==> config.mk <==
export PLATFORM = sky130hd
export DESIGN_NAME = uart_alu_sequencer_flat
export DESIGN_NICKNAME = d
export VERILOG_FILES = /design/src/rtl/uart_alu_sequencer_if.sv /design/src/rtl/uart_alu_sequencer.sv /design/src/flat_wrapper.sv
export SDC_FILE = /design/constraint.sdc
export NUM_CORES = 1
export LEC_CHECK = 0
export ABC_AREA = 1
export ABC_CLOCK_PERIOD_IN_PS = 5300
export CAP_MARGIN = 20
export CORE_ASPECT_RATIO = 2
export CORE_UTILIZATION = 40
export CTS_CLUSTER_DIAMETER = 200
export CTS_CLUSTER_SIZE = 30
export DETAILED_ROUTE_END_ITERATION = 6
export PLACE_DENSITY = 0.68
export REMOVE_ABC_BUFFERS = 1
export SYNTH_ARGS = -nofsm -noshare
export SYNTH_HDL_FRONTEND = slang
export SYNTH_SLANG_ARGS = --single-unit
==> constraint.sdc <==
create_clock -name i_clock -period 5.3 [get_ports i_clock]
set_input_delay 0.795 -clock i_clock [delete_from_list [all_inputs] [get_ports i_clock]]
set_output_delay 0.795 -clock i_clock [all_outputs]
set_load 0.05 [all_outputs]
==> src/rtl/uart_alu_sequencer_if.sv <==
// uart_alu_sequencer_if: receiver, ALU and transmitter signals seen by the sequencer
interface uart_alu_sequencer_if #(
  parameter int DATA_WIDTH = 8,
  parameter int OP_WIDTH   = 6
);
  logic                  i_rx_done;
  logic [DATA_WIDTH-1:0] i_rx_data;
  logic                  i_rx_err;
  logic [DATA_WIDTH-1:0] i_alu_result;
  logic                  i_tx_done;
  logic [DATA_WIDTH-1:0] o_alu_a;
  logic [DATA_WIDTH-1:0] o_alu_b;
  logic [OP_WIDTH-1:0]   o_alu_op;
  logic                  o_tx_start;
  logic [DATA_WIDTH-1:0] o_tx_data;
  logic                  o_busy;
  logic                  o_err;
  modport master (
    output i_rx_done, i_rx_data, i_rx_err, i_alu_result, i_tx_done,
    input  o_alu_a, o_alu_b, o_alu_op, o_tx_start, o_tx_data, o_busy, o_err
  );
  modport slave (
    input  i_rx_done, i_rx_data, i_rx_err, i_alu_result, i_tx_done,
    output o_alu_a, o_alu_b, o_alu_op, o_tx_start, o_tx_data, o_busy, o_err
  );
endinterface

==> src/rtl/uart_alu_sequencer.sv <==
// uart_alu_sequencer: collects A, B, opcode bytes from the UART and transmits the ALU result
module uart_alu_sequencer #(
  parameter int DATA_WIDTH     = 8,
  parameter int OP_WIDTH       = 6,
  parameter int TIMEOUT_CYCLES = 131072
) (
  input logic i_clock,
  input logic i_reset,
  uart_alu_sequencer_if.slave bus
);
  localparam int CW = $clog2(TIMEOUT_CYCLES);
  localparam logic [CW-1:0] CNT_MAX = CW'(TIMEOUT_CYCLES - 1);
  localparam logic [2:0] WAIT_A  = 3'd0;
  localparam logic [2:0] WAIT_B  = 3'd1;
  localparam logic [2:0] WAIT_OP = 3'd2;
  localparam logic [2:0] EXEC    = 3'd3;
  localparam logic [2:0] WAIT_TX = 3'd4;
  logic [2:0]            state_q, state_d;
  logic [DATA_WIDTH-1:0] a_q, a_d, b_q, b_d, tx_data_q, tx_data_d;
  logic [OP_WIDTH-1:0]   op_q, op_d;
  logic                  tx_start_q, tx_start_d, err_q, err_d;
  logic [CW-1:0]         cnt_q, cnt_d;
  logic                  acc, bad;
  assign acc = bus.i_rx_done & ~bus.i_rx_err;
  assign bad = bus.i_rx_done & bus.i_rx_err;
  // next-state logic: byte collection, inter-byte timeout, launch and wait for transmit
  always_comb begin
    state_d    = state_q;
    a_d        = a_q;
    b_d        = b_q;
    op_d       = op_q;
    tx_data_d  = tx_data_q;
    tx_start_d = 1'b0;
    err_d      = err_q;
    cnt_d      = '0;
    case (state_q)
      WAIT_A: begin
        if (acc) begin
          a_d     = bus.i_rx_data;
          err_d   = 1'b0;
          state_d = WAIT_B;
        end else if (bad) begin
          err_d = 1'b1;
        end
      end
      WAIT_B, WAIT_OP: begin
        cnt_d = (bus.i_rx_done || cnt_q == CNT_MAX) ? '0 : cnt_q + CW'(1);
        if (acc) begin
          err_d = 1'b0;
          if (state_q == WAIT_B) begin
            b_d     = bus.i_rx_data;
            state_d = WAIT_OP;
          end else begin
            op_d    = bus.i_rx_data[OP_WIDTH-1:0];
            state_d = EXEC;
          end
        end else if (bad) begin
          err_d = 1'b1;
        end else if (cnt_q == CNT_MAX) begin
          err_d   = 1'b1;
          state_d = WAIT_A;
        end
      end
      EXEC: begin
        tx_data_d  = bus.i_alu_result;
        tx_start_d = 1'b1;
        state_d    = WAIT_TX;
      end
      WAIT_TX: state_d = bus.i_tx_done ? WAIT_A : WAIT_TX;
      default: state_d = WAIT_A;
    endcase
  end
  // state and output registers, reset wins over everything
  always_ff @(posedge i_clock) begin
    if (i_reset) begin
      state_q    <= WAIT_A;
      a_q        <= '0;
      b_q        <= '0;
      op_q       <= '0;
      tx_data_q  <= '0;
      tx_start_q <= 1'b0;
      err_q      <= 1'b0;
      cnt_q      <= '0;
    end else begin
      state_q    <= state_d;
      a_q        <= a_d;
      b_q        <= b_d;
      op_q       <= op_d;
      tx_data_q  <= tx_data_d;
      tx_start_q <= tx_start_d;
      err_q      <= err_d;
      cnt_q      <= cnt_d;
    end
  end
  assign bus.o_alu_a    = a_q;
  assign bus.o_alu_b    = b_q;
  assign bus.o_alu_op   = op_q;
  assign bus.o_tx_data  = tx_data_q;
  assign bus.o_tx_start = tx_start_q;
  assign bus.o_err      = err_q;
  assign bus.o_busy     = state_q != WAIT_A;
endmodule

==> src/flat_wrapper.sv <==
// flat-port wrapper written by rule: the top's interface ports become plain ports
module uart_alu_sequencer_flat 
#(
  parameter int DATA_WIDTH     = 8,
  parameter int OP_WIDTH       = 6,
  parameter int TIMEOUT_CYCLES = 131072
)
  (i_clock, i_reset, bus_i_rx_done, bus_i_rx_data, bus_i_rx_err, bus_i_alu_result, bus_i_tx_done, bus_o_alu_a, bus_o_alu_b, bus_o_alu_op, bus_o_tx_start, bus_o_tx_data, bus_o_busy, bus_o_err);
  uart_alu_sequencer_if #(.DATA_WIDTH(DATA_WIDTH), .OP_WIDTH(OP_WIDTH)) bus_i ();
  input logic i_clock;
  input logic i_reset;
  input wire logic [$bits(bus_i.i_rx_done)-1:0] bus_i_rx_done;
  input wire logic [$bits(bus_i.i_rx_data)-1:0] bus_i_rx_data;
  input wire logic [$bits(bus_i.i_rx_err)-1:0] bus_i_rx_err;
  input wire logic [$bits(bus_i.i_alu_result)-1:0] bus_i_alu_result;
  input wire logic [$bits(bus_i.i_tx_done)-1:0] bus_i_tx_done;
  output wire logic [$bits(bus_i.o_alu_a)-1:0] bus_o_alu_a;
  output wire logic [$bits(bus_i.o_alu_b)-1:0] bus_o_alu_b;
  output wire logic [$bits(bus_i.o_alu_op)-1:0] bus_o_alu_op;
  output wire logic [$bits(bus_i.o_tx_start)-1:0] bus_o_tx_start;
  output wire logic [$bits(bus_i.o_tx_data)-1:0] bus_o_tx_data;
  output wire logic [$bits(bus_i.o_busy)-1:0] bus_o_busy;
  output wire logic [$bits(bus_i.o_err)-1:0] bus_o_err;
  assign bus_i.i_rx_done = bus_i_rx_done;
  assign bus_i.i_rx_data = bus_i_rx_data;
  assign bus_i.i_rx_err = bus_i_rx_err;
  assign bus_i.i_alu_result = bus_i_alu_result;
  assign bus_i.i_tx_done = bus_i_tx_done;
  assign bus_o_alu_a = bus_i.o_alu_a;
  assign bus_o_alu_b = bus_i.o_alu_b;
  assign bus_o_alu_op = bus_i.o_alu_op;
  assign bus_o_tx_start = bus_i.o_tx_start;
  assign bus_o_tx_data = bus_i.o_tx_data;
  assign bus_o_busy = bus_i.o_busy;
  assign bus_o_err = bus_i.o_err;
  uart_alu_sequencer #(.DATA_WIDTH(DATA_WIDTH), .OP_WIDTH(OP_WIDTH), .TIMEOUT_CYCLES(TIMEOUT_CYCLES)) u_core (.i_clock(i_clock), .i_reset(i_reset), .bus(bus_i));
endmodule
==> flow_summary.ini <==
[critical_path]
critical_path_peak_fanout = 7
required_ps = 4510
r2r_slack_ps = 3020
crit_arrival_ps = 1950
critPathLaunchType = flop
rr_worst_depth = 13
r2r_end = u_core.cnt_q[9]
path_class = flop to primary output
end_kind = primary output
r2r-start = u_core.cnt_q[0]

[min_path]
hold_depth = 2
min_path_type = flop to flop
worstHoldEndpoint = u_core.bus.o_err
worstHoldStart = u_core.bus.o_err

[sta]
clock_skew_ps = 11.81
min_period_ps = 2746
slew-limit-headroom = 0.4265
worst_pin_slew_ps = 859.3
tns_ps = 0
post-route-period-util = 0.5181
hold_viol_final = 0
max_clock_freq_mhz = 364.2
setup_viol_count_final = 0
holdWs_ps = 455.8
finalMaxSlewViolations = 0
rsz0062_at_grt = no

[pwr]
p_leak_uw = 0.001079
p_clk_frac = 0.286
p_seq_frac = 0.456
power-per-cell-area_nw_per_um2 = 339.0
swShare = 0.3257
p_comb_frac = 0.258
p_int_uw = 636.6
ir_drop_mv = 0.2856
finalPower_uw = 944.1
p_sw_uw = 307.5

[clock_network]
clk_path_buf_depth = 2
clk_pin_slew_ps = 90
cts_tree = done
htreeDepth = 2
cts_hold_buf = 0
cts-buffers-inserted = 5
cts.sinks = 52
post_cts_buffers = 0
cts_resized = 0
cts_root_buf = clkbuf_8
clk_latency_ps = 300

[synth]
synth.area.mux_share = 0
yosysSeqAreaShare = 0.4997
synth_xor_area_frac = 0.004204
avgSynthCellArea_sq_um = 7.521
synthCells = 277
yosys_warnings = 0
synth-compound-area-share = 0.1243
synth_fa_ha_area_frac = 0.01201
syn_area_sq_um = 2083
synth_top_family_by_area = simple AND/OR/NAND/NOR gates
synth-seq-cells = 52
synth.distinct_cells = 26
synth_simple_gate_area_share = 0.3003

[cells_and_area]
fin_nets = 357
final_cell_mix = nor2_1, clkdlybuf4s50_1, dfxtp_1, o21ai_0, inv_1
synthToLayoutAreaGrowth_pct = 33.69
final_area_sq_um = 2785
antenna_cells = 0
nFillCells = 489
layout_commonest_cell = nor2_1
layout-drive-gt1-share = 0.05075

[global_routing]
grt_pass1_wl_mm = 7.907
overflow = 0
grt_max_degree = 34
antenna_found_initial = 0
grt_pass1_vias = 1830
track_usage = 0.1892

[die]
num_rows = 36
core_sq_um = 4955
ios = 54
die_h_um = 104.1
die-area_sq_um = 5518
initial_core_util = 0.4205
fp.dieW_um = 53.03

[route]
wire_per_inst_um = 12.52
first_pass_iters = 4
viasPerCell = 4.952
vias = 1941
postRouteAntennaNets = 0
drc = 0
drt_iter0_drc = 29
drt_wl_total_mm = 4.906

[job]
cap_violations = 0

[placed_design]
place_congestion = 0.7851
dpl_cell_area_sq_um = 2674
dpl.hpwl_mm = 3.790
port_buffers = 53

[run_status]
status = finished, final reports clean
## cell usage after synthesis
master    instances  area (sq um)
inv_1            28         105.1
nand4_4           1         21.27
nand2_2           1         6.260
clkbuf_1          2         7.510
nor3_2            1         10.01
dfxtp_1          52          1041
nand2_1          26         97.59
nor3_1            4         20.02
nand3_1          12         60.06
nor2_4            3         33.78
nor2_2            1         6.260
nor2_1           81         304.0
nor4_4            1         21.27
nor4_1            1         6.260
o21ai_0          31         155.2
xnor2_1           1         8.760
a21oi_1          11         55.05
inv_2             1         3.750
nor3b_1           1         7.510
nand4_1           5         31.28
buf_1             1         3.750
o21bai_1          1         7.510
ha_1              2         25.02
o21ai_1           7         35.03
clkinv_1          1         3.750
a31oi_1           1         6.260
## routing by layer
metal  up-vias  share of wire  GRT usage
li1       1006              -          -
met1       887           0.37     0.1775
met2        43           0.59     0.3788
met3         5          0.029    0.03070
met4         0         0.0069    0.05451
met5         -              0          0
## worst max path at each step
stage,start,endpoint,slack (ps),cells past startpoint
after floorplan,u_core.cnt_q[0],u_core.cnt_q[11],3420,13
after global placement,i_reset,u_core.cnt_q[6],2710,6
after detailed placement,i_reset,u_core.cnt_q[10],2650,6
after CTS,u_core.state_q[2],bus_o_busy,2550,3
after global routing,u_core.state_q[2],bus_o_busy,2490,3
final,u_core.state_q[2],bus_o_busy,2550,3
## state kept, by name (all words and copies together), names as in the netlist
name and count:
u_core.cnt_q 17, u_core.bus.o_alu_a 8, u_core.bus.o_alu_b 8, u_core.bus.o_tx_data 8
u_core.bus.o_alu_op 6, u_core.state_q 3, u_core.bus.o_err 1, u_core.bus.o_tx_start 1
## logic make-up (layout without fill, tap and decap cells)
family / count (synthesis) / after routing
adder cells (fa/ha/maj): 2 / 2
AND/OR/NAND/NOR: 138 / 138
AO/OA/AOI/OAI: 51 / 51
flip-flops: 52 / 52
buffers and inverters: 33 / 91
XOR/XNOR: 1 / 1
## worst max-delay path, cell delays in order (launching register included)
cell and delay [ps]:
dfxtp_1 450, inv_1 180, nand2_1 190, clkdlybuf4s50_1 830
## final cells by class
| cell class | instances | area [sq um] | share of cell area |
|---|---|---|---|
| clock buffers | 5 | 68.82 | 0.02471 |
| clock inverters | 3 | 42.54 | 0.01527 |
| inverters | 30 | 112.6 | 0.04043 |
| multi-input cells | 192 | 918.4 | 0.3297 |
| flip-flops and latches | 52 | 1041 | 0.3738 |
| well taps | 57 | 71.32 | 0.02561 |
| repair buffers | 53 | 530.5 | 0.1905 |
## per-stage QoR
stage	setup slack (ps)	util	instances
final	2554	0.5621	392
after global routing	2486	0.5621	392
after CTS	2551	0.5621	392
after detailed placement	2645	0.5396	384
after global placement	2708	0.5396	384
after floorplan	3416	-	274
## power by group through the flow
stage	clock [uW]	combinational (uW)	sequential, uW
after floorplan	0	92.8	507
after global placement	0	243	439
after detailed placement	0	245	440
after CTS	275	245	431
after global routing	293	264	434
final	270	244	430
(Power assumes the default switching activity.)
==> edit 1: new RTL, same settings <==
Take the reset off `a_q`, `b_q`, `op_q` and `tx_data_q` and load them in a clocked block of their own.
--- a/src/rtl/uart_alu_sequencer.sv
+++ b/src/rtl/uart_alu_sequencer.sv
@@ -74,23 +74,22 @@
   always_ff @(posedge i_clock) begin
     if (i_reset) begin
       state_q    <= WAIT_A;
-      a_q        <= '0;
-      b_q        <= '0;
-      op_q       <= '0;
-      tx_data_q  <= '0;
       tx_start_q <= 1'b0;
       err_q      <= 1'b0;
       cnt_q      <= '0;
     end else begin
       state_q    <= state_d;
-      a_q        <= a_d;
-      b_q        <= b_d;
-      op_q       <= op_d;
-      tx_data_q  <= tx_data_d;
       tx_start_q <= tx_start_d;
       err_q      <= err_d;
       cnt_q      <= cnt_d;
     end
+  end
+
+  always_ff @(posedge i_clock) begin
+    a_q       <= a_d;
+    b_q       <= b_d;
+    op_q      <= op_d;
+    tx_data_q <= tx_data_d;
   end
   assign bus.o_alu_a    = a_q;
   assign bus.o_alu_b    = b_q;
Formal check against the unedited RTL: not equivalent (a bounded check fails within 4 cycles, from zero or initial values and one cycle with i_reset high).
==> edit 1 against the unedited design <==
  * Total power is 7.5% lower
  * Final cell count shrank 21%
  * Die area rose by 1.8%
  * Combinational power decreased by 25%
  * Sequential cell count stayed put
  * Highest routed layer unchanged
  * Count of clock-buffer cells in the layout stayed put
  * Synthesized area is 1.9% higher
  * Worst setup slack improved by 0.12 ns
  * Wire length decreased by 16%
  * Clock power fell by 13%
  * Largest cell class unchanged
  * Utilization shrank 1.6 points
  * Sequential power grew 6.5%
  * Final area up 0.76%
  * Largest power group unchanged
==> edit 1: results (changes against the unedited design) <==
[finish]
regMostFlops=u_core.cnt_q  ; unchanged
n_antenna_cell=0  ; unchanged
largest_reg_flops=17  ; unchanged
final_net_count=275  ; was 357
drive_above_1_share_pct=16.60  ; was 5.075%
fill_cells=464  ; was 489

[route]
via_per_inst=4.807  ; was 4.952
wire_per_inst_um=13.23  ; was 12.52 um
firstDrtPassIters=4  ; unchanged
vias=1495  ; was 1941
drt_iter0_drc=25  ; was 29

[placement]
numPortBuffers=53  ; unchanged
pre_cts_slack_ns=2.662  ; was 2.645 ns
placed_cells=303  ; was 384
gp_congestion=0.8215  ; was 0.7851
dp_hpwl_um=3321  ; was 3790 um

[worst_setup_path]
critPathArrivalTime_ns=1.83  ; was 1.95 ns
rrSetupSlack_ns=3.04  ; was 3.02 ns
r2r.worst_path.cells=11  ; was 13
r2r-end=u_core.cnt_q[10]  ; was u_core.cnt_q[9]
reg2reg_from=u_core.cnt_q[0]  ; unchanged
crit_fanout=5  ; was 7

[sta]
relSlewSlack_pct=51.78  ; was 42.65%
finalClockSkew_ns=0.002809  ; was 0.01181 ns
hold_ws_ns=0.4583  ; was 0.4558 ns
fmax_mhz=380.5  ; was 364.2 MHz

[synthesis]
yosysWarnings=0  ; unchanged
synth-edff-count=30  ; was 0
syn_area_per_cell_um2=11.00  ; was 7.521 um^2
synth-seq-area-share_pct=63.21  ; was 49.97%
async_flop_share_pct=0  ; unchanged
synth_cell_types=29  ; was 26
netlist_top_cells_count=35 x nand2_1, 30 x edfxtp_1, 22 x dfxtp_1  ; was 81 x nor2_1, 52 x dfxtp_1, 31 x o21ai_0
synthFlopType=edfxtp_1  ; was dfxtp_1
synth_area_leaders=edfxtp_1 42%, dfxtp_1 21%, nand2_1 6.2%  ; was dfxtp_1 50%, nor2_1 15%, o21ai_0 7.4%

[status]
status=complete, no violations  ; unchanged

[min_path]
hold_path_end=u_core.bus.o_err  ; unchanged
hold_class=reg -> reg  ; unchanged
hp-start=u_core.bus.o_err  ; unchanged
min_delay_path_depth=2  ; unchanged

[cts]
cts_htree_levels=2  ; unchanged
cts_root_buf=clkbuf_8  ; unchanged
ctsResizeCount=0  ; unchanged
clock_latency_ns=0.30  ; about the same
cts_buffer_depth=2  ; unchanged
cts-buffers-inserted=5  ; unchanged
post_cts_buffers=0  ; unchanged
path_clk_slew_ns=0.10

[power_and_ir_drop]
max-vdd-ir-drop_v=0.0002086  ; was 0.0002856 V
p_leak_nw=0.9581  ; was 1.079 nW

[grt]
grt_pass1_wl_um=6865  ; was 7907 um
antenna_found_initial=0  ; unchanged
grt_max_degree=19  ; was 34
gr-usage-all-layers_pct=16.94  ; was 18.92%

==> edit 1: report_power, final <==
part | switching (mW) | internal (mW)
clock | 0.137 | 0.0971
combinational | 0.117 | 0.0643
sequential | 0.0107 | 0.447
==> edit 1: cell families after synthesis <==
family	Yosys count	synth area share [%]
AOI/OAI and AO/OA	18	5.837
xor gates and xnor gates	1	0.4128
adders and majority gates	2	1.179
buffers and inverters	28	5.660
DFF	52	63.21
and+or+nand+nor	92	23.70
==> edit 1: worst max-delay path by stage <==
stage | startpoint | to | depth (start not counted)
after floorplan | bus_i_rx_done | u_core.bus.o_alu_b[0] | 3
after CTS | u_core.state_q[1] | bus_o_busy | 3
after detailed placement | bus_i_rx_done | u_core.bus.o_alu_a[6] | 4
after global placement | bus_i_rx_done | u_core.bus.o_alu_a[7] | 4
after global routing | u_core.state_q[1] | bus_o_busy | 3
final | u_core.state_q[1] | bus_o_busy | 3
==> edit 1: critical path, stage by stage, from the launching register on <==
cell and delay [ns]:
dfxtp_1 0.47, nor2_4 0.10, nand2_1 0.14, clkdlybuf4s50_1 0.83
==> edit 1: final cells by class <==
type                    instances  area share [%]
flip-flops and latches         52           47.79
multi-input cells             113           23.54
repair buffers                 54           19.17
inverters                      26           3.477
well taps                      58           2.586
clock buffers                   5           2.452
clock inverters                 3          0.9808
==> edit 1: through the flow <==
stage	util, %	area, um^2
after detailed placement	52.74	2710
after global routing	54.61	2806
after CTS	54.61	2806
final	54.61	2806
after floorplan	-	2100
after global placement	52.74	2710
==> edit 1: routing by layer <==
layer,wire [um],GRT usage (%),vias up
met5,0,0,-
met4,127,8.459,0
met3,223,3.785,10
met2,2402,31.70,52
met1,1361,15.57,677
li1,-,-,756
==> edit 2: new RTL, same settings <==
Without the edit above. `DATA_WIDTH` is set to 8 in 3 places; all go to 7.
--- a/src/rtl/uart_alu_sequencer_if.sv
+++ b/src/rtl/uart_alu_sequencer_if.sv
@@ -1,6 +1,6 @@
 // uart_alu_sequencer_if: receiver, ALU and transmitter signals seen by the sequencer
 interface uart_alu_sequencer_if #(
-  parameter int DATA_WIDTH = 8,
+  parameter int DATA_WIDTH = 7,
   parameter int OP_WIDTH   = 6
 );
   logic                  i_rx_done;
--- a/src/rtl/uart_alu_sequencer.sv
+++ b/src/rtl/uart_alu_sequencer.sv
@@ -1,6 +1,6 @@
 // uart_alu_sequencer: collects A, B, opcode bytes from the UART and transmits the ALU result
 module uart_alu_sequencer #(
-  parameter int DATA_WIDTH     = 8,
+  parameter int DATA_WIDTH     = 7,
   parameter int OP_WIDTH       = 6,
   parameter int TIMEOUT_CYCLES = 131072
 ) (
--- a/src/flat_wrapper.sv
+++ b/src/flat_wrapper.sv
@@ -1,7 +1,7 @@
 // flat-port wrapper written by rule: the top's interface ports become plain ports
 module uart_alu_sequencer_flat 
 #(
-  parameter int DATA_WIDTH     = 8,
+  parameter int DATA_WIDTH     = 7,
   parameter int OP_WIDTH       = 6,
   parameter int TIMEOUT_CYCLES = 131072
 )
Ports: changed (5 resized); port bits go from 54 to 49. The function was not compared with the original's and may differ.
==> edit 2 against the unedited design <==
  * Final area is 3.2% lower
  * Non-clock buffer count is 5 lower
  * Synthesized area is 1.8% lower
  * Via count is 3.9% lower
  * Clock power is 4% higher
  * Sequential cell count is 3 lower
  * Total power is 3.3% lower
  * Worst setup slack better by 0.012 ns
  * Wire length is 1.7% lower
  * Largest cell class unchanged
  * Largest power group unchanged
  * Highest routed layer unchanged
==> edit 2: results (changes against the unedited design) <==
[cts]
cts_htree_levels=2  ; unchanged
post_cts_buffers=0  ; unchanged
ctsResizeCount=0  ; unchanged
cts_root_buf=clkbuf_8  ; unchanged
path_clk_slew_ns=0.09  ; about the same
cts-buffers-inserted=5  ; unchanged
cts_buffer_depth=2  ; unchanged
clock_latency_ns=0.30  ; about the same

[worst_setup_path]
crit_fanout=5  ; was 7
critPathSlowestCell=clkdlybuf4s50_1  ; unchanged
cpPeakStageDelay_ns=0.83  ; about the same
critPathArrivalTime_ns=1.94

[route]
vias=1866  ; was 1941
firstDrtPassIters=4  ; unchanged
drt_iter0_drc=43  ; was 29
routed_wl_um=4823  ; was 4906 um
wire_per_inst_um=12.59  ; was 12.52 um

[synthesis]
syn_area_per_cell_um2=7.466  ; was 7.521 um^2
yosysWarnings=0  ; unchanged
async_flop_share_pct=0  ; unchanged
synth_cell_types=27  ; was 26
synth_area_leaders=dfxtp_1 48%, nor2_1 14%, o21ai_0 7.3%  ; was dfxtp_1 50%, nor2_1 15%, o21ai_0 7.4%
netlist_top_cells_count=75 x nor2_1, 49 x dfxtp_1, 34 x nand2_1  ; was 81 x nor2_1, 52 x dfxtp_1, 31 x o21ai_0
synth-seq-area-share_pct=47.95  ; was 49.97%
synthFlopType=dfxtp_1  ; unchanged

[finish]
fill_cells=475  ; was 489
regMostFlops=u_core.cnt_q  ; unchanged
n_antenna_cell=0  ; unchanged
largest_reg_flops=17  ; unchanged
final_net_count=346  ; was 357
drive_above_1_share_pct=8.589  ; was 5.075%

[grt]
grt_pass1_wl_um=7445  ; was 7907 um
gr-usage-all-layers_pct=18.69  ; was 18.92%
grt_pass1_vias=1653  ; was 1830
antenna_found_initial=0  ; unchanged
grt_max_degree=31  ; was 34

[sta]
finalClockSkew_ns=0.01043  ; was 0.01181 ns
setup-violations-final=0  ; unchanged
relSlewSlack_pct=48.22  ; was 42.65%

[power_and_ir_drop]
max-vdd-ir-drop_v=0.0002686  ; was 0.0002856 V
p_int_mw=0.6193  ; was 0.6366 mW
p_leak_nw=1.021  ; was 1.079 nW

[min_path]
hold_class=reg -> reg  ; unchanged

[placement]
numPortBuffers=48  ; was 53
placed_cells=375  ; was 384
gp_congestion=0.8250  ; was 0.7851
dp_hpwl_um=3732  ; was 3790 um
place_area_mm2=0.002575  ; was 0.002674 mm^2
pre_cts_slack_ns=2.612  ; was 2.645 ns

[status]
status=complete, no violations  ; unchanged

==> edit 2: layer usage <==
layer  GRT usage (%)  vias to the layer above  part of all wire [%]  wire length, um
li1                -                      977                     -                -
met1           18.33                      837                    37             1774
met4           7.490                        0                   1.7               82
met5               0                        -                     0                0
met2           37.00                       46                    58             2801
met3           2.360                        6                   3.4              164
==> edit 2: worst max-delay path: cells and delay by family (launching register included) <==
kind	cells	cell delay (ns)
buffers and inverters	1	0.83
flip-flops	1	0.49
AND/OR/NAND/NOR	2	0.31
==> edit 2: area by class of cell <==
cell class                 instances  area, um^2  share of cell area [%]
tap                               57       71.32                   2.646
clock inverter                     2       37.54                   1.393
clock buffer                       6       82.58                   3.064
inverter                          32       120.1                   4.457
timing repair buffer              48       480.5                   17.83
sequential                        49       980.9                   36.40
multi-input combinational        189       922.1                   34.22
==> edit 2: worst paths after layout <==
| check | to | cells after the start | slack [ns] | start |
|---|---|---|---|---|
| setup / recovery | bus_o_busy | 3 | 2.57 | u_core.state_q[1] |
| hold / removal | u_core.cnt_q[0] | 1 | 0.46 | u_core.cnt_q[0] |
| setup reg to reg | u_core.cnt_q[3] | 11 | 2.89 | u_core.cnt_q[0] |
| hold reg to reg | u_core.cnt_q[0] | 1 | 0.46 | u_core.cnt_q[0] |
==> edit 2: cells by family after synthesis <==
family                     count (synthesis)  share of synthesized area (%)
and+or+nand+nor                          139                          30.83
DFF                                       49                          47.95
AOI/OAI and AO/OA                         46                          12.17
buffers and inverters                     36                          6.973
xor gates and xnor gates                   2                         0.8564
adders and majority gates                  2                          1.223
==> edit 2: power by group through the flow <==
stage | Combinational [mW] | Clock [mW] | Sequential (mW)
after floorplan | 0.0904 | 0 | 0.475
after global placement | 0.226 | 0 | 0.414
after detailed placement | 0.228 | 0 | 0.414
after CTS | 0.229 | 0.287 | 0.406
after global routing | 0.244 | 0.306 | 0.408
final | 0.227 | 0.281 | 0.406
